--- src/rtl/pulse_gen_pkg.sv ---
// pulse_gen_pkg: shared types for the multi-lane transducer pulser.
//   - DEF_* : build widths; pulse_gen_multi parameters default to these
//   - lane_state_e : per-lane FSM state (3-bit, IDLE=0 .. HUSH=6)
//   - shadow_cfg_t : burst timing latched at the accepted sync edge
//   - znd_out_t / decode_lane : switch-drive decode of one lane's state
package pulse_gen_pkg;

  localparam int unsigned DEF_NCH    = 4;
  localparam int unsigned DEF_LEN_W  = 8;
  localparam int unsigned DEF_CNT_W  = 4;
  localparam int unsigned DEF_HUSH_W = 16;
  localparam int unsigned DEF_DLY_W  = 10;

  typedef enum logic [2:0] {
    ST_IDLE   = 3'd0,
    ST_DELAY  = 3'd1,
    ST_P1     = 3'd2,
    ST_P1_GND = 3'd3,
    ST_P2     = 3'd4,
    ST_P2_GND = 3'd5,
    ST_HUSH   = 3'd6
  } lane_state_e;

  // Timing shared by all lanes; per-lane enable/polarity/delay live beside it.
  typedef struct packed {
    logic [DEF_LEN_W-1:0]  hit_len;
    logic [DEF_LEN_W-1:0]  gnd_len;
    logic [DEF_CNT_W-1:0]  pulse_count;
    logic [DEF_HUSH_W-1:0] hush_len;
  } shadow_cfg_t;

  typedef struct packed {
    logic hi;
    logic lo_n;
    logic gnd;
  } znd_out_t;

  // P1/P2 swap HI and LO for a start-low lane; HI and LO can never coincide.
  function automatic znd_out_t decode_lane(lane_state_e st, logic start_lo);
    znd_out_t o;
    o.hi   = 1'b0;
    o.lo_n = 1'b1;
    o.gnd  = 1'b0;
    case (st)
      ST_P1: begin
        if (start_lo) o.lo_n = 1'b0;
        else          o.hi   = 1'b1;
      end
      ST_P2: begin
        if (start_lo) o.hi   = 1'b1;
        else          o.lo_n = 1'b0;
      end
      ST_P1_GND, ST_P2_GND, ST_HUSH: o.gnd = 1'b1;
      default: ;
    endcase
    return o;
  endfunction

endpackage

--- src/rtl/pulse_gen_lane.sv ---
// pulse_gen_lane: one pulser lane (delay, count x {P1,GND,P2,GND}, hush).
//   hi_clk, rst        : clock, synchronous active-high reset
//   start              : one-cycle launch/restart strobe (E1)
//   enable, start_lo   : lane enable, polarity (1 = LO first)
//   delay              : start delay in ticks
//   hit_len, gnd_len   : phase lengths (0 treated as 1)
//   pulse_count        : full cycles per burst
//   hush_len           : GND hold after the last cycle
//   znd_*              : decoded switch drives
//   busy               : lane is not IDLE
module pulse_gen_lane
  import pulse_gen_pkg::*;
#(
  parameter int unsigned LEN_W  = DEF_LEN_W,
  parameter int unsigned CNT_W  = DEF_CNT_W,
  parameter int unsigned HUSH_W = DEF_HUSH_W,
  parameter int unsigned DLY_W  = DEF_DLY_W
) (
  input  logic              hi_clk,
  input  logic              rst,
  input  logic              start,
  input  logic              enable,
  input  logic              start_lo,
  input  logic [DLY_W-1:0]  delay,
  input  logic [LEN_W-1:0]  hit_len,
  input  logic [LEN_W-1:0]  gnd_len,
  input  logic [CNT_W-1:0]  pulse_count,
  input  logic [HUSH_W-1:0] hush_len,
  output logic              znd_hi,
  output logic              znd_lo_n,
  output logic              znd_gnd,
  output logic              znd_gnd_n,
  output logic              busy
);

  localparam int unsigned PH_W0 = (LEN_W > DLY_W) ? LEN_W : DLY_W;
  localparam int unsigned PH_W  = (PH_W0 > HUSH_W) ? PH_W0 : HUSH_W;
  localparam int unsigned PW1   = PH_W + 1;
  localparam int unsigned CW1   = CNT_W + 1;

  lane_state_e      state;
  logic [PH_W-1:0]  ph_cnt;
  logic [CNT_W-1:0] cyc_cnt;
  logic [PW1-1:0]   ph_len_c;
  logic             ph_last_c;
  logic             cyc_last_c;
  logic             active_c;
  znd_out_t         dec_c;

  assign active_c = enable && (pulse_count != '0);

  // Length of the current phase; one extra bit so cnt+1 never wraps.
  always_comb begin
    ph_len_c = PW1'(1);
    case (state)
      ST_DELAY:             ph_len_c = PW1'(delay);
      ST_P1, ST_P2:         ph_len_c = (hit_len == '0) ? PW1'(1) : PW1'(hit_len);
      ST_P1_GND, ST_P2_GND: ph_len_c = (gnd_len == '0) ? PW1'(1) : PW1'(gnd_len);
      ST_HUSH:              ph_len_c = PW1'(hush_len);
      default:              ph_len_c = PW1'(1);
    endcase
  end

  assign ph_last_c  = (PW1'(ph_cnt) + PW1'(1)) >= ph_len_c;
  assign cyc_last_c = (CW1'(cyc_cnt) + CW1'(1)) >= CW1'(pulse_count);

  // Lane FSM; a start strobe overrides whatever the lane was doing.
  always_ff @(posedge hi_clk) begin
    if (rst) begin
      state   <= ST_IDLE;
      ph_cnt  <= '0;
      cyc_cnt <= '0;
    end else if (start) begin
      ph_cnt  <= '0;
      cyc_cnt <= '0;
      if (!active_c)          state <= ST_IDLE;
      else if (delay != '0)   state <= ST_DELAY;
      else                    state <= ST_P1;
    end else if (state != ST_IDLE) begin
      if (!ph_last_c) begin
        ph_cnt <= ph_cnt + PH_W'(1);
      end else begin
        ph_cnt <= '0;
        case (state)
          ST_DELAY:  state <= ST_P1;
          ST_P1:     state <= ST_P1_GND;
          ST_P1_GND: state <= ST_P2;
          ST_P2:     state <= ST_P2_GND;
          ST_P2_GND: begin
            if (!cyc_last_c) begin
              cyc_cnt <= cyc_cnt + CNT_W'(1);
              state   <= ST_P1;
            end else if (hush_len != '0) begin
              state <= ST_HUSH;
            end else begin
              state <= ST_IDLE;
            end
          end
          default:   state <= ST_IDLE;
        endcase
      end
    end
  end

  assign dec_c     = decode_lane(state, start_lo);
  assign znd_hi    = dec_c.hi;
  assign znd_lo_n  = dec_c.lo_n;
  assign znd_gnd   = dec_c.gnd;
  assign znd_gnd_n = ~dec_c.gnd;
  assign busy      = (state != ST_IDLE);

endmodule

--- src/rtl/pulse_gen_multi.sv ---
// pulse_gen_multi: NCH-lane HI/GND/LO/GND burst pulser on hi_clk.
//   hi_clk, rst   : clock, synchronous active-high reset
//   i_sync        : trigger, rising edge used
//   i_enable, i_start_lo, i_delay : per-lane enable/polarity/delay
//   i_hit_len, i_gnd_len, i_pulse_count, i_hush_len : shared timing
//   o_znd_*       : per-lane switch drives (decoded lane state)
//   o_busy        : any lane not IDLE
//   o_done        : one-cycle pulse at burst end
module pulse_gen_multi
  import pulse_gen_pkg::*;
#(
  parameter int unsigned NCH    = DEF_NCH,
  parameter int unsigned LEN_W  = DEF_LEN_W,
  parameter int unsigned CNT_W  = DEF_CNT_W,
  parameter int unsigned HUSH_W = DEF_HUSH_W,
  parameter int unsigned DLY_W  = DEF_DLY_W,
  parameter bit          RETRIG = 1'b0
) (
  input  logic                 hi_clk,
  input  logic                 rst,
  input  logic                 i_sync,
  input  logic [NCH-1:0]       i_enable,
  input  logic [NCH-1:0]       i_start_lo,
  input  logic [NCH*DLY_W-1:0] i_delay,
  input  logic [LEN_W-1:0]     i_hit_len,
  input  logic [LEN_W-1:0]     i_gnd_len,
  input  logic [CNT_W-1:0]     i_pulse_count,
  input  logic [HUSH_W-1:0]    i_hush_len,
  output logic [NCH-1:0]       o_znd_hi,
  output logic [NCH-1:0]       o_znd_lo_n,
  output logic [NCH-1:0]       o_znd_gnd,
  output logic [NCH-1:0]       o_znd_gnd_n,
  output logic                 o_busy,
  output logic                 o_done
);

  shadow_cfg_t          shadow;
  logic [NCH-1:0]       sh_enable;
  logic [NCH-1:0]       sh_start_lo;
  logic [NCH*DLY_W-1:0] sh_delay;
  logic                 prev_sync;
  logic                 start_q;
  logic                 busy_q;
  logic                 sync_rise_c;
  logic                 accept_c;
  logic                 any_active_c;
  logic [NCH-1:0]       lane_busy;

  // A launch still pending in start_q counts as busy for retrigger gating.
  assign sync_rise_c  = i_sync & ~prev_sync;
  assign accept_c     = sync_rise_c && (RETRIG || !(o_busy || start_q));
  assign any_active_c = (|sh_enable) && (shadow.pulse_count != '0);
  assign o_busy       = |lane_busy;

  // Sync detect, shadow capture, launch strobe and burst-complete pulse.
  always_ff @(posedge hi_clk) begin
    if (rst) begin
      prev_sync   <= 1'b1;
      start_q     <= 1'b0;
      busy_q      <= 1'b0;
      o_done      <= 1'b0;
      shadow      <= '0;
      sh_enable   <= '0;
      sh_start_lo <= '0;
      sh_delay    <= '0;
    end else begin
      prev_sync <= i_sync;
      start_q   <= accept_c;
      if (accept_c) begin
        shadow.hit_len     <= DEF_LEN_W'(i_hit_len);
        shadow.gnd_len     <= DEF_LEN_W'(i_gnd_len);
        shadow.pulse_count <= DEF_CNT_W'(i_pulse_count);
        shadow.hush_len    <= DEF_HUSH_W'(i_hush_len);
        sh_enable          <= i_enable;
        sh_start_lo        <= i_start_lo;
        sh_delay           <= i_delay;
      end
      // Launch cycle: an empty burst completes at once, and the busy
      // history is cleared so an aborted burst never reports done.
      if (start_q) begin
        busy_q <= 1'b0;
        o_done <= ~any_active_c;
      end else begin
        busy_q <= o_busy;
        o_done <= busy_q & ~o_busy;
      end
    end
  end

  for (genvar k = 0; k < NCH; k++) begin : g_lane
    pulse_gen_lane #(
      .LEN_W  (LEN_W),
      .CNT_W  (CNT_W),
      .HUSH_W (HUSH_W),
      .DLY_W  (DLY_W)
    ) u_lane (
      .hi_clk      (hi_clk),
      .rst         (rst),
      .start       (start_q),
      .enable      (sh_enable[k]),
      .start_lo    (sh_start_lo[k]),
      .delay       (sh_delay[k*DLY_W +: DLY_W]),
      .hit_len     (LEN_W'(shadow.hit_len)),
      .gnd_len     (LEN_W'(shadow.gnd_len)),
      .pulse_count (CNT_W'(shadow.pulse_count)),
      .hush_len    (HUSH_W'(shadow.hush_len)),
      .znd_hi      (o_znd_hi[k]),
      .znd_lo_n    (o_znd_lo_n[k]),
      .znd_gnd     (o_znd_gnd[k]),
      .znd_gnd_n   (o_znd_gnd_n[k]),
      .busy        (lane_busy[k])
    );
  end

endmodule
--- config.mk ---
export PLATFORM = sky130hd
export DESIGN_NAME = pulse_gen_multi
export DESIGN_NICKNAME = d
export VERILOG_FILES = /design/src/rtl/pulse_gen_pkg.sv /design/src/rtl/pulse_gen_lane.sv /design/src/rtl/pulse_gen_multi.sv
export SDC_FILE = /design/constraint.sdc
export NUM_CORES = 1
export LEC_CHECK = 0
export CORE_UTILIZATION = 59
export CTS_CLUSTER_DIAMETER = 60
export DETAILED_ROUTE_END_ITERATION = 7
export PLACE_DENSITY = 0.81
export SYNTH_ARGS = -nofsm -noshare
export SYNTH_HDL_FRONTEND = slang
export SYNTH_SLANG_ARGS = --single-unit
export TNS_END_PERCENT = 5
--- constraint.sdc ---
create_clock -name hi_clk -period 4.2 [get_ports hi_clk]
set_input_delay 1.05 -clock hi_clk [delete_from_list [all_inputs] [get_ports hi_clk]]
set_output_delay 1.05 -clock hi_clk [all_outputs]
set_load 0.01 [all_outputs]
==> results of run 1 <==
-- layout by cell type, fill, tap and decap left out, types with 8 or more instances in the layout --
master | netlist | layout
sky130_fd_sc_hd__or3_1 | 10 | 10
sky130_fd_sc_hd__nand3_1 | 57 | 56
sky130_fd_sc_hd__clkbuf_16 | 0 | 17
sky130_fd_sc_hd__buf_4 | 17 | 40
sky130_fd_sc_hd__a32o_1 | 9 | 9
sky130_fd_sc_hd__mux2i_1 | 22 | 22
sky130_fd_sc_hd__inv_1 | 20 | 20
sky130_fd_sc_hd__xor2_1 | 35 | 35
sky130_fd_sc_hd__ha_1 | 88 | 88
sky130_fd_sc_hd__a211oi_1 | 16 | 16
sky130_fd_sc_hd__a21oi_1 | 174 | 174
sky130_fd_sc_hd__a21o_1 | 19 | 19
sky130_fd_sc_hd__nand4_1 | 25 | 25
sky130_fd_sc_hd__nor2_1 | 97 | 96
sky130_fd_sc_hd__o21ai_0 | 83 | 83
sky130_fd_sc_hd__nor2b_1 | 10 | 10
sky130_fd_sc_hd__dfxtp_1 | 180 | 180
sky130_fd_sc_hd__clkdlybuf4s50_1 | 0 | 103
sky130_fd_sc_hd__a221oi_1 | 13 | 13
sky130_fd_sc_hd__and3_1 | 25 | 24
sky130_fd_sc_hd__nand2_1 | 282 | 282
sky130_fd_sc_hd__xnor2_1 | 44 | 44
sky130_fd_sc_hd__nand2b_1 | 11 | 11
sky130_fd_sc_hd__a22o_1 | 11 | 11
sky130_fd_sc_hd__nor4_1 | 15 | 15
sky130_fd_sc_hd__nand3b_1 | 17 | 17
sky130_fd_sc_hd__a31oi_1 | 11 | 11
sky130_fd_sc_hd__nor3_1 | 20 | 20
sky130_fd_sc_hd__a221o_1 | 8 | 8
sky130_fd_sc_hd__a22oi_1 | 34 | 34
-- critical path, stage by stage (launching register included) --
cell                        delay (ns)
sky130_fd_sc_hd__dfxtp_1          0.34
sky130_fd_sc_hd__inv_1            0.10
sky130_fd_sc_hd__nand2_1          0.15
sky130_fd_sc_hd__nand2b_1         0.29
sky130_fd_sc_hd__a221o_1          0.37
sky130_fd_sc_hd__o21ai_0          0.09
sky130_fd_sc_hd__ha_1             0.28
sky130_fd_sc_hd__a211oi_1         0.25
sky130_fd_sc_hd__nor2_1           0.07
sky130_fd_sc_hd__a2111oi_0        0.58
sky130_fd_sc_hd__o211ai_1         0.46
sky130_fd_sc_hd__nor2_2           0.37
sky130_fd_sc_hd__buf_4            0.25
sky130_fd_sc_hd__nand4b_1         0.12
sky130_fd_sc_hd__a21oi_1          0.17
-- timing repair --
item / in CTS / in global routing
hold endpoints to repair: 0 / 0
endpoints found under the setup margin: 0 / 12
resized for setup: 0 / 3
hold buffers: 0 / 0
buffers inserted: 0 / 3
-- cell families (layout without fill, tap and decap cells) --
group                    after synthesis  in the layout
AO/OA/AOI/OAI                        423            423
XOR/XNOR                              79             79
adder cells (fa/ha/maj)               88             88
buffers and inverters                129            199
flip-flops                           180            180
multiplexers                          26             26
AND/OR/NAND/NOR                      613            613
-- routing by layer --
layer	up-vias	wire length, µm	global-route usage (%)
met4	0	1430	16.6
met2	637	15400	52.7
met1	5486	15300	49.5
met3	102	3900	7.20
li1	5658	-	-
met5	-	0	0
-- power breakdown --
part	internal [W]	total, W	leakage, nW	switching (W)
Sequential	0.00181	0.00202	1.45	0.000208
Clock	0.000829	0.00165	0.300	0.000821
Combinational	0.000895	0.00252	3.31	0.00163
Total	0.00354	0.00620	5.06	0.00266
-- synthesized netlist by cell type (all sizes together), types with 5 or more instances --
cell type  count  area share (%)
nand3b        17             1.1
nor2b         10            0.53
nor3b          8            0.55
a21o          19             1.2
a221oi        14             1.1
nand4         25             1.3
a22o          11            0.81
xnor2         44             3.3
mux2i         22             1.9
nand2        282             8.9
and2           6            0.32
nand2b        11            0.58
nor4          18             1.2
or2            5            0.26
a22oi         34             2.2
or3           10            0.53
clkbuf        64             2.0
o211ai         5            0.36
nand3         57             2.4
a211oi        16             1.0
nor3          22             1.1
ha            88             9.3
nor2         100             3.3
a32o           9            0.76
a221o          8            0.68
and3          25             1.3
a21oi        174             7.4
or4            5            0.32
dfxtp        180              30
a31oi         11            0.58
a31o           6            0.44
buf           44             2.4
o21ai         87             3.7
xor2          35             2.6
inv           20            0.63
-- worst max path at each step --
stage / from / to / slack (ns)
floorplan: g_lane[1].u_lane.state[2] / g_lane[1].u_lane.cyc_cnt[3] / 0.73
global placement: g_lane[1].u_lane.state[1] / g_lane[1].u_lane.cyc_cnt[3] / 0.45
detailed placement: g_lane[0].u_lane.ph_cnt[0] / g_lane[0].u_lane.cyc_cnt[2] / 0.34
CTS: g_lane[1].u_lane.state[1] / g_lane[1].u_lane.ph_cnt[7] / 0.22
global route: g_lane[0].u_lane.state[2] / g_lane[0].u_lane.ph_cnt[3] / -0.01
finish: g_lane[0].u_lane.state[2] / g_lane[0].u_lane.ph_cnt[3] / 0.22
-- final cells by class --
| class | count | area (µm²) |
|---|---|---|
| multi-input combinational | 1229 | 7640 |
| fill | 1571 | 5940 |
| sequential | 180 | 3600 |
| timing repair buffer | 146 | 1380 |
| clock buffer | 18 | 439 |
| tap | 265 | 332 |
| clock inverter | 14 | 180 |
| inverter | 21 | 78.8 |
-- per-stage QoR --
stage	hold WS, ns	TNS (ns)	setup slack, ns
2_1_floorplan	0.432	0	0.735
3_3_place_gp	0.442	0	0.449
3_5_place_dp	0.452	0	0.335
4_1_cts	0.465	0	0.222
5_1_grt	0.495	-0.0260	-0.0144
6_report	0.464	0	0.225
-- sequential cells by signal, summed over array words and instances, names as in the netlist --
register,count
o_done,1
sh_enable,4
prev_sync,1
g_lane.u_lane.ph_cnt,64
start_q,1
sh_delay,40
shadow,36
busy_q,1
g_lane.u_lane.cyc_cnt,16
sh_start_lo,4
g_lane.u_lane.state,12
==> flow_summary.html, run 1 <==
<table>
<tr><th>Metric</th><th>Value</th></tr>
<tr><th colspan="2">Floorplan</th></tr>
<tr><td>Core Area</td><td>19600 µm²</td></tr>
<tr><td>Initial Utilization</td><td>60.4%</td></tr>
<tr><td>Horizontal die dimension</td><td>144 µm</td></tr>
<tr><td>FP Rows</td><td>~50</td></tr>
<tr><td>Full die area</td><td>between 20000 and 25000 µm²</td></tr>
<tr><td>DIE HEIGHT</td><td>144 µm</td></tr>
<tr><td>Number of placed I/O pins</td><td>105</td></tr>
<tr><th colspan="2">STA</th></tr>
<tr><td>Setup repair after global routing missed its margin</td><td>true</td></tr>
<tr><td>Count of final max-slew check failures</td><td>0</td></tr>
<tr><td>Hold Violations, Final</td><td>0</td></tr>
<tr><td>Clock Skew</td><td>0.0158 ns</td></tr>
<tr><td>Transition at the pin with the smallest max-transition slack</td><td>1.15 ns</td></tr>
<tr><td>Maximum frequency from static timing analysis</td><td>0.252 GHz</td></tr>
<tr><td>Relative max-transition margin</td><td>22.7%</td></tr>
<tr><td>Fraction of the cycle the final worst path needs</td><td>94.6%</td></tr>
<tr><td>Final setup viols</td><td>0</td></tr>
<tr><td>Min Tclk post-route</td><td>3.98 ns</td></tr>
<tr><th colspan="2">Synthesis</th></tr>
<tr><td>Dominant combinational cell family by area after synthesis</td><td>simple AND/OR/NAND/NOR gates</td></tr>
<tr><td>Number of different library cells in the post-synthesis netlist</td><td>74</td></tr>
<tr><td>Net count after synthesis</td><td>1713</td></tr>
<tr><td>Fraction of synthesized cell area in xor and xnor cells</td><td>5.85%</td></tr>
<tr><td>Mux cell area share after synthesis</td><td>2.34%</td></tr>
<tr><td>Synthesized flop and latch total</td><td>180</td></tr>
<tr><td>Count of flip-flops with a built-in enable after synthesis</td><td>0</td></tr>
<tr><td>Arithmetic-cell share of the synthesized area counting full adders, half adders and majority gates</td><td>9.30%</td></tr>
<tr><td>Average instance area after synthesis</td><td>roughly 7.7 µm²</td></tr>
<tr><td>Post-synthesis compound-gate area fraction</td><td>between 20% and 30%</td></tr>
<tr><td>Most instantiated flip-flop cell in the synthesis netlist</td><td>sky130_fd_sc_hd__dfxtp_1</td></tr>
<tr><td>Simple-gate share of the synthesized area</td><td>approximately a quarter</td></tr>
<tr><td>Share of synthesized flip-flops with an asynchronous set or reset</td><td>0%</td></tr>
<tr><td>Cell count after synthesis</td><td>approximately 1500</td></tr>
<tr><td>Count of warnings emitted by yosys</td><td>0</td></tr>
<tr><td>Mapped Area</td><td>around 12000 µm²</td></tr>
<tr><td>Sequential share of the synthesized area</td><td>a little under a third</td></tr>
<tr><th colspan="2">Finish</th></tr>
<tr><td>Fin nets</td><td>approximately 1800</td></tr>
<tr><td>Number of diodes</td><td>0</td></tr>
<tr><td>Fin cells</td><td>1873</td></tr>
<tr><td>Area Overhead vs Synth</td><td>15.4%</td></tr>
<tr><td>Share of cells above drive strength 1</td><td>6.65%</td></tr>
<tr><td>Final cell utilization of the core</td><td>69.7%</td></tr>
<tr><td>Final instance area</td><td>approximately 14000 µm²</td></tr>
<tr><th colspan="2">Critical path</th></tr>
<tr><td>Startpoint type of the worst setup path</td><td>register</td></tr>
<tr><td>Crit end category</td><td>register</td></tr>
<tr><td>Data required, critical path</td><td>between 4 and 5 ns</td></tr>
<tr><td>Maximum fanout along the worst path</td><td>12</td></tr>
<tr><td>R2R Setup Slk</td><td>0.22 ns</td></tr>
<tr><td>FF-to-FF End</td><td>g_lane[0].u_lane.ph_cnt[3]</td></tr>
<tr><td>Class of the most critical setup path</td><td>register to register</td></tr>
<tr><td>Worst reg-to-reg path cell count</td><td>14</td></tr>
<tr><td>Arr. time, crit path</td><td>4.34 ns</td></tr>
<tr><td>Reg-to-reg startpoint</td><td>g_lane[0].u_lane.state[2]</td></tr>
<tr><th colspan="2">Clock tree</th></tr>
<tr><td>Insertion delay of the later-clocked pin in the worst-skew pair</td><td>between 0.4 and 0.5 ns</td></tr>
<tr><td>Clock Path Buffers</td><td>2</td></tr>
<tr><td>TritonCTS sink count</td><td>180</td></tr>
<tr><td>Number of clock buffers inserted by TritonCTS</td><td>17</td></tr>
<tr><td>H-tree Lvls</td><td>4</td></tr>
<tr><td>CTS tree</td><td>yes</td></tr>
<tr><td>Cell at the root of the clock tree</td><td>sky130_fd_sc_hd__clkbuf_16</td></tr>
<tr><td>Worst-path clk slew</td><td>0.08 ns</td></tr>
<tr><th colspan="2">Placement</th></tr>
<tr><td>IO buf count</td><td>104</td></tr>
<tr><td>Post-detailed-placement half-perimeter wirelength</td><td>about 26000 µm</td></tr>
<tr><td>Post-Place Cells</td><td>approximately 1800</td></tr>
<tr><td>Placed Instance Area</td><td>13000 µm²</td></tr>
<tr><td>Gp weighted congestion</td><td>roughly 0.97</td></tr>
<tr><th colspan="2">Drt</th></tr>
<tr><td>Residual DRC count</td><td>0</td></tr>
<tr><td>Remaining number of nets flagged by the antenna check after routing</td><td>0</td></tr>
<tr><td>Total number of vias</td><td>11883</td></tr>
<tr><td>Routed wire length</td><td>36100 µm</td></tr>
<tr><td>Average vias per placed instance</td><td>6.34</td></tr>
<tr><td>Routed length per instance</td><td>slightly below 20 µm</td></tr>
<tr><td>1st-pass router iterations</td><td>6</td></tr>
<tr><td>Starting DRC count in detailed routing</td><td>1475</td></tr>
<tr><th colspan="2">Worst hold path</th></tr>
<tr><td>Hold Startpoint</td><td>shadow[20]</td></tr>
<tr><td>Worst Hold Path Cells</td><td>2</td></tr>
<tr><td>Worst Hold Endpoint</td><td>shadow[20]</td></tr>
<tr><td>Class of the worst hold path</td><td>register to register</td></tr>
<tr><th colspan="2">Global route</th></tr>
<tr><td>Number of global-route vias before repair</td><td>10569</td></tr>
<tr><td>Tot GR Track Use</td><td>between 30 and 40%</td></tr>
<tr><td>Largest net degree at the start of global routing</td><td>95</td></tr>
<tr><td>Antenna violations before repair</td><td>0</td></tr>
<tr><td>First-pass GRT wire length</td><td>56400 µm</td></tr>
<tr><td>Leftover overflow at the end of global routing</td><td>0</td></tr>
<tr><th colspan="2">Power and ir drop</th></tr>
<tr><td>Leakage</td><td>5.06 nW</td></tr>
<tr><td>Sum of internal, switching and leakage power</td><td>approximately 0.0062 W</td></tr>
<tr><td>Ratio of total power to cell area</td><td>454 nW/µm²</td></tr>
<tr><td>Worst vdd ir</td><td>0.314 mV</td></tr>
<tr><th colspan="2">Flow run</th></tr>
<tr><td>Max_cap viols</td><td>0</td></tr>
<tr><th colspan="2">Outcome</th></tr>
<tr><td>Result of the run</td><td>finished clean</td></tr>
</table>
Power figures use the tool's default switching activity.
==> run 2, diff against run 1 <==
--- a/config.mk
+++ b/config.mk
@@ -5,10 +5,12 @@
 export SDC_FILE = /design/constraint.sdc
 export NUM_CORES = 1
 export LEC_CHECK = 0
-export CORE_UTILIZATION = 59
+export CELL_PAD_IN_SITES_DETAIL_PLACEMENT = 2
+export CELL_PAD_IN_SITES_GLOBAL_PLACEMENT = 2
+export CORE_UTILIZATION = 35
 export CTS_CLUSTER_DIAMETER = 60
 export DETAILED_ROUTE_END_ITERATION = 7
-export PLACE_DENSITY = 0.81
+export PLACE_DENSITY_LB_ADDON = 0.1
 export SYNTH_ARGS = -nofsm -noshare
 export SYNTH_HDL_FRONTEND = slang
 export SYNTH_SLANG_ARGS = --single-unit
==> constraint.sdc (replaced) <==
create_clock -name hi_clk -period 3.8 [get_ports hi_clk]
set_input_delay 0.95 -clock hi_clk [delete_from_list [all_inputs] [get_ports hi_clk]]
set_output_delay 0.95 -clock hi_clk [all_outputs]
set_load 0.01 [all_outputs]
==> flow_summary.html, run 2 (synthesis gave the netlist of run 1 again) <==
<table>
<tr><th>Metric</th><th>Value</th></tr>
<tr><th colspan="2">Outcome</th></tr>
<tr><td>Result of the run</td><td>finished clean (unchanged)</td></tr>
<tr><th colspan="2">Floorplan</th></tr>
<tr><td>FP Rows</td><td>66 (was 51)</td></tr>
<tr><td>Horizontal die dimension</td><td>186 µm (was 144 µm)</td></tr>
<tr><td>Core Area</td><td>32900 µm² (was 19600 µm²)</td></tr>
<tr><td>Number of placed I/O pins</td><td>105 (unchanged)</td></tr>
<tr><td>DIE HEIGHT</td><td>186 µm (was 144 µm)</td></tr>
<tr><td>Initial Utilization</td><td>36.0% (was 60.4%)</td></tr>
<tr><td>Full die area</td><td>34500 µm² (was 20600 µm²)</td></tr>
<tr><th colspan="2">STA</th></tr>
<tr><td>Fraction of the cycle the final worst path needs</td><td>97.1% (was 94.6%)</td></tr>
<tr><td>Relative max-transition margin</td><td>41.4% (was 22.7%)</td></tr>
<tr><td>Transition at the pin with the smallest max-transition slack</td><td>0.876 ns (was 1.15 ns)</td></tr>
<tr><td>Worst Hold Margin</td><td>0.457 ns (was 0.464 ns)</td></tr>
<tr><td>Count of final max-slew check failures</td><td>0 (unchanged)</td></tr>
<tr><td>Hold Violations, Final</td><td>0 (unchanged)</td></tr>
<tr><td>Final setup viols</td><td>0 (unchanged)</td></tr>
<tr><td>Min Tclk post-route</td><td>3.69 ns (was 3.98 ns)</td></tr>
<tr><td>Setup repair after global routing missed its margin</td><td>true (unchanged)</td></tr>
<tr><td>Maximum frequency from static timing analysis</td><td>0.271 GHz (was 0.252 GHz)</td></tr>
<tr><td>Clock Skew</td><td>0.0169 ns (was 0.0158 ns)</td></tr>
<tr><th colspan="2">Drt</th></tr>
<tr><td>Residual DRC count</td><td>0 (unchanged)</td></tr>
<tr><td>Total number of vias</td><td>12315 (was 11883)</td></tr>
<tr><td>Remaining number of nets flagged by the antenna check after routing</td><td>0 (unchanged)</td></tr>
<tr><td>Average vias per placed instance</td><td>5.88 (was 6.34)</td></tr>
<tr><td>Starting DRC count in detailed routing</td><td>675 (was 1475)</td></tr>
<tr><td>Routed length per instance</td><td>23.4 µm (was 19.3 µm)</td></tr>
<tr><td>Routed wire length</td><td>49100 µm (was 36100 µm)</td></tr>
<tr><td>1st-pass router iterations</td><td>5 (was 6)</td></tr>
<tr><th colspan="2">Clock tree</th></tr>
<tr><td>CTS tree</td><td>yes (unchanged)</td></tr>
<tr><td>Cell at the root of the clock tree</td><td>sky130_fd_sc_hd__clkbuf_16 (unchanged)</td></tr>
<tr><td>Insertion delay of the later-clocked pin in the worst-skew pair</td><td>0.46 ns (was 0.45 ns)</td></tr>
<tr><td>Hold bufs inserted after CTS</td><td>0 (unchanged)</td></tr>
<tr><td>Number of clock buffers inserted by TritonCTS</td><td>17 (unchanged)</td></tr>
<tr><td>Clock Path Buffers</td><td>2 (unchanged)</td></tr>
<tr><td>H-tree Lvls</td><td>4 (unchanged)</td></tr>
<tr><td>TritonCTS sink count</td><td>180 (unchanged)</td></tr>
<tr><td>Worst-path clk slew</td><td>0.08 ns (about the same)</td></tr>
<tr><th colspan="2">Finish</th></tr>
<tr><td>Area Overhead vs Synth</td><td>21.5% (was 15.4%)</td></tr>
<tr><td>Largest register FFs</td><td>64 (unchanged)</td></tr>
<tr><td>Fin nets</td><td>1814 (was 1770)</td></tr>
<tr><td>Final instance area</td><td>14400 µm² (was 13700 µm²)</td></tr>
<tr><td>Share of cells above drive strength 1</td><td>10.6% (was 6.65%)</td></tr>
<tr><td>Fin cells</td><td>2095 (was 1873)</td></tr>
<tr><td>Final cell utilization of the core</td><td>43.7% (was 69.7%)</td></tr>
<tr><td>Most used cells in the layout excluding fill and tap cells</td><td>282 x sky130_fd_sc_hd__nand2_1, 173 x sky130_fd_sc_hd__a21oi_1, 173 x sky130_fd_sc_hd__dfxtp_1 (was 282 x sky130_fd_sc_hd__nand2_1, 180 x sky130_fd_sc_hd__dfxtp_1, 174 x sky130_fd_sc_hd__a21oi_1)</td></tr>
<tr><td>Most common library cell in the layout ignoring fill and taps</td><td>sky130_fd_sc_hd__nand2_1 (unchanged)</td></tr>
<tr><td>Largest registers</td><td>g_lane.u_lane.ph_cnt x64, sh_delay x40, shadow x36 (unchanged)</td></tr>
<tr><td>Top register by number of flip-flops</td><td>g_lane.u_lane.ph_cnt (unchanged)</td></tr>
<tr><th colspan="2">Power and ir drop</th></tr>
<tr><td>Leakage</td><td>5.34 nW (was 5.06 nW)</td></tr>
<tr><td>Worst vdd ir</td><td>0.379 mV (was 0.314 mV)</td></tr>
<tr><td>Internal power</td><td>0.00441 W (was 0.00354 W)</td></tr>
<tr><td>Combinational fraction of design power</td><td>45.4% (was 40.7%)</td></tr>
<tr><td>Sum of internal, switching and leakage power</td><td>0.00763 W (was 0.00620 W)</td></tr>
<tr><td>Relative contribution of the clock network to total power</td><td>25.3% (was 26.6%)</td></tr>
<tr><td>Switching power as a share of total power</td><td>42.2% (was 42.9%)</td></tr>
<tr><td>Ratio of total power to cell area</td><td>530 nW/µm² (was 454 nW/µm²)</td></tr>
<tr><td>Sequential power share</td><td>29.3% (was 32.6%)</td></tr>
<tr><td>Net Switching</td><td>0.00322 W (was 0.00266 W)</td></tr>
<tr><th colspan="2">Critical path</th></tr>
<tr><td>Data required, critical path</td><td>4.14 ns (was 4.56 ns)</td></tr>
<tr><td>Class of the most critical setup path</td><td>register to register (unchanged)</td></tr>
<tr><td>Arr. time, crit path</td><td>4.03 ns (was 4.34 ns)</td></tr>
<tr><td>Maximum fanout along the worst path</td><td>7 (was 12)</td></tr>
<tr><td>Crit end category</td><td>register (unchanged)</td></tr>
<tr><td>Startpoint type of the worst setup path</td><td>register (unchanged)</td></tr>
<tr><th colspan="2">Placement</th></tr>
<tr><td>Post-detailed-placement half-perimeter wirelength</td><td>35900 µm (was 25800 µm)</td></tr>
<tr><td>Placed Instance Area</td><td>13600 µm² (was 13000 µm²)</td></tr>
<tr><td>Gp weighted congestion</td><td>0.854 (was 0.974)</td></tr>
<tr><td>Post-Place Cells</td><td>2057 (was 1838)</td></tr>
<tr><td>IO buf count</td><td>104 (unchanged)</td></tr>
<tr><th colspan="2">Global route</th></tr>
<tr><td>Leftover overflow at the end of global routing</td><td>0 (unchanged)</td></tr>
<tr><td>First-pass GRT wire length</td><td>75200 µm (was 56400 µm)</td></tr>
<tr><td>Tot GR Track Use</td><td>28.9% (was 35.6%)</td></tr>
<tr><td>Largest net degree at the start of global routing</td><td>72 (was 95)</td></tr>
<tr><td>Antenna violations before repair</td><td>1 (was 0)</td></tr>
<tr><td>Number of global-route vias before repair</td><td>12690 (was 10569)</td></tr>
<tr><th colspan="2">Flow run</th></tr>
<tr><td>Max_cap viols</td><td>0 (unchanged)</td></tr>
<tr><th colspan="2">Worst hold path</th></tr>
<tr><td>Class of the worst hold path</td><td>register to register (unchanged)</td></tr>
</table>
[run 2: cell count changes in the layout (fill, tap and decap cells not counted), sizes merged]
cell	previous run	this run
clkinv	7	5
diode	0	1
bufinv	0	3
inv	28	25
clkinvlp	0	2
buf	43	87
[run 2: power groups by stage]
| stage | logic, W | registers (W) | clock network, W |
|---|---|---|---|
| finish | 0.00347 | 0.00223 | 0.00193 |
| global route | 0.00370 | 0.00224 | 0.00203 |
| CTS | 0.00332 | 0.00222 | 0.00197 |
| detailed placement | 0.00318 | 0.00227 | 0 |
| global placement | 0.00309 | 0.00226 | 0 |
| floorplan | 0.00191 | 0.00212 | 0 |
[run 2: worst paths after layout]
kind	endpoint	slack [ns]	cells after the start	from
worst min register to register	g_lane[2].u_lane.ph_cnt[15]	0.46	2	g_lane[2].u_lane.ph_cnt[15]
worst max register to register	g_lane[3].u_lane.state[1]	0.11	14	g_lane[3].u_lane.ph_cnt[6]
worst max-delay path	g_lane[3].u_lane.state[1]	0.11	14	g_lane[3].u_lane.ph_cnt[6]
worst min-delay path	g_lane[2].u_lane.ph_cnt[15]	0.46	2	g_lane[2].u_lane.ph_cnt[15]
[run 2: metrics by stage]
step	worst slack (ns)	setup TNS [ns]
floorplan	0.335	0
global placement	0.0934	0
detailed placement	-0.0505	-0.290
CTS	-0.0639	-0.135
global route	-0.0769	-0.328
finish	0.111	0
[run 2: area by class of cell]
class | count | area, µm²
diodes | 1 | 2.50
clock buffers | 18 | 439
clock inverters | 14 | 173
fillers | 3808 | 18500
inverters | 21 | 78.8
multi-input cells | 1229 | 7760
flip-flops and latches | 180 | 3610
well taps | 442 | 553
repair buffers | 190 | 1760
[run 2: metal layers]
metal | track usage, % | wire length [µm] | up-vias
met5 | 0 | 0 | -
met4 | 8.69 | 1140 | 0
met3 | 3.52 | 2260 | 61
met2 | 46.4 | 22500 | 336
met1 | 40.1 | 23200 | 6169
li1 | - | - | 5749
[run 2: critical path: stages (launching register included)]
cell	delay, ns
sky130_fd_sc_hd__dfxtp_1	0.45
sky130_fd_sc_hd__and3_1	0.21
sky130_fd_sc_hd__and2_1	0.18
sky130_fd_sc_hd__and4_1	0.32
sky130_fd_sc_hd__and3_1	0.28
sky130_fd_sc_hd__nand3_1	0.11
sky130_fd_sc_hd__xnor2_1	0.15
sky130_fd_sc_hd__ha_1	0.32
sky130_fd_sc_hd__nand3_1	0.19
sky130_fd_sc_hd__nor2_2	0.26
sky130_fd_sc_hd__nand3_1	0.17
sky130_fd_sc_hd__and3_1	0.31
sky130_fd_sc_hd__a21oi_1	0.21
sky130_fd_sc_hd__nor2_1	0.07
sky130_fd_sc_hd__o311ai_0	0.35
[run 2: timing repair]
action                     4_1_cts  5_1_grt
pin swaps                        2        1
resized for setup                3       32
buffers inserted                 3        2
setup endpoints to repair       20       65
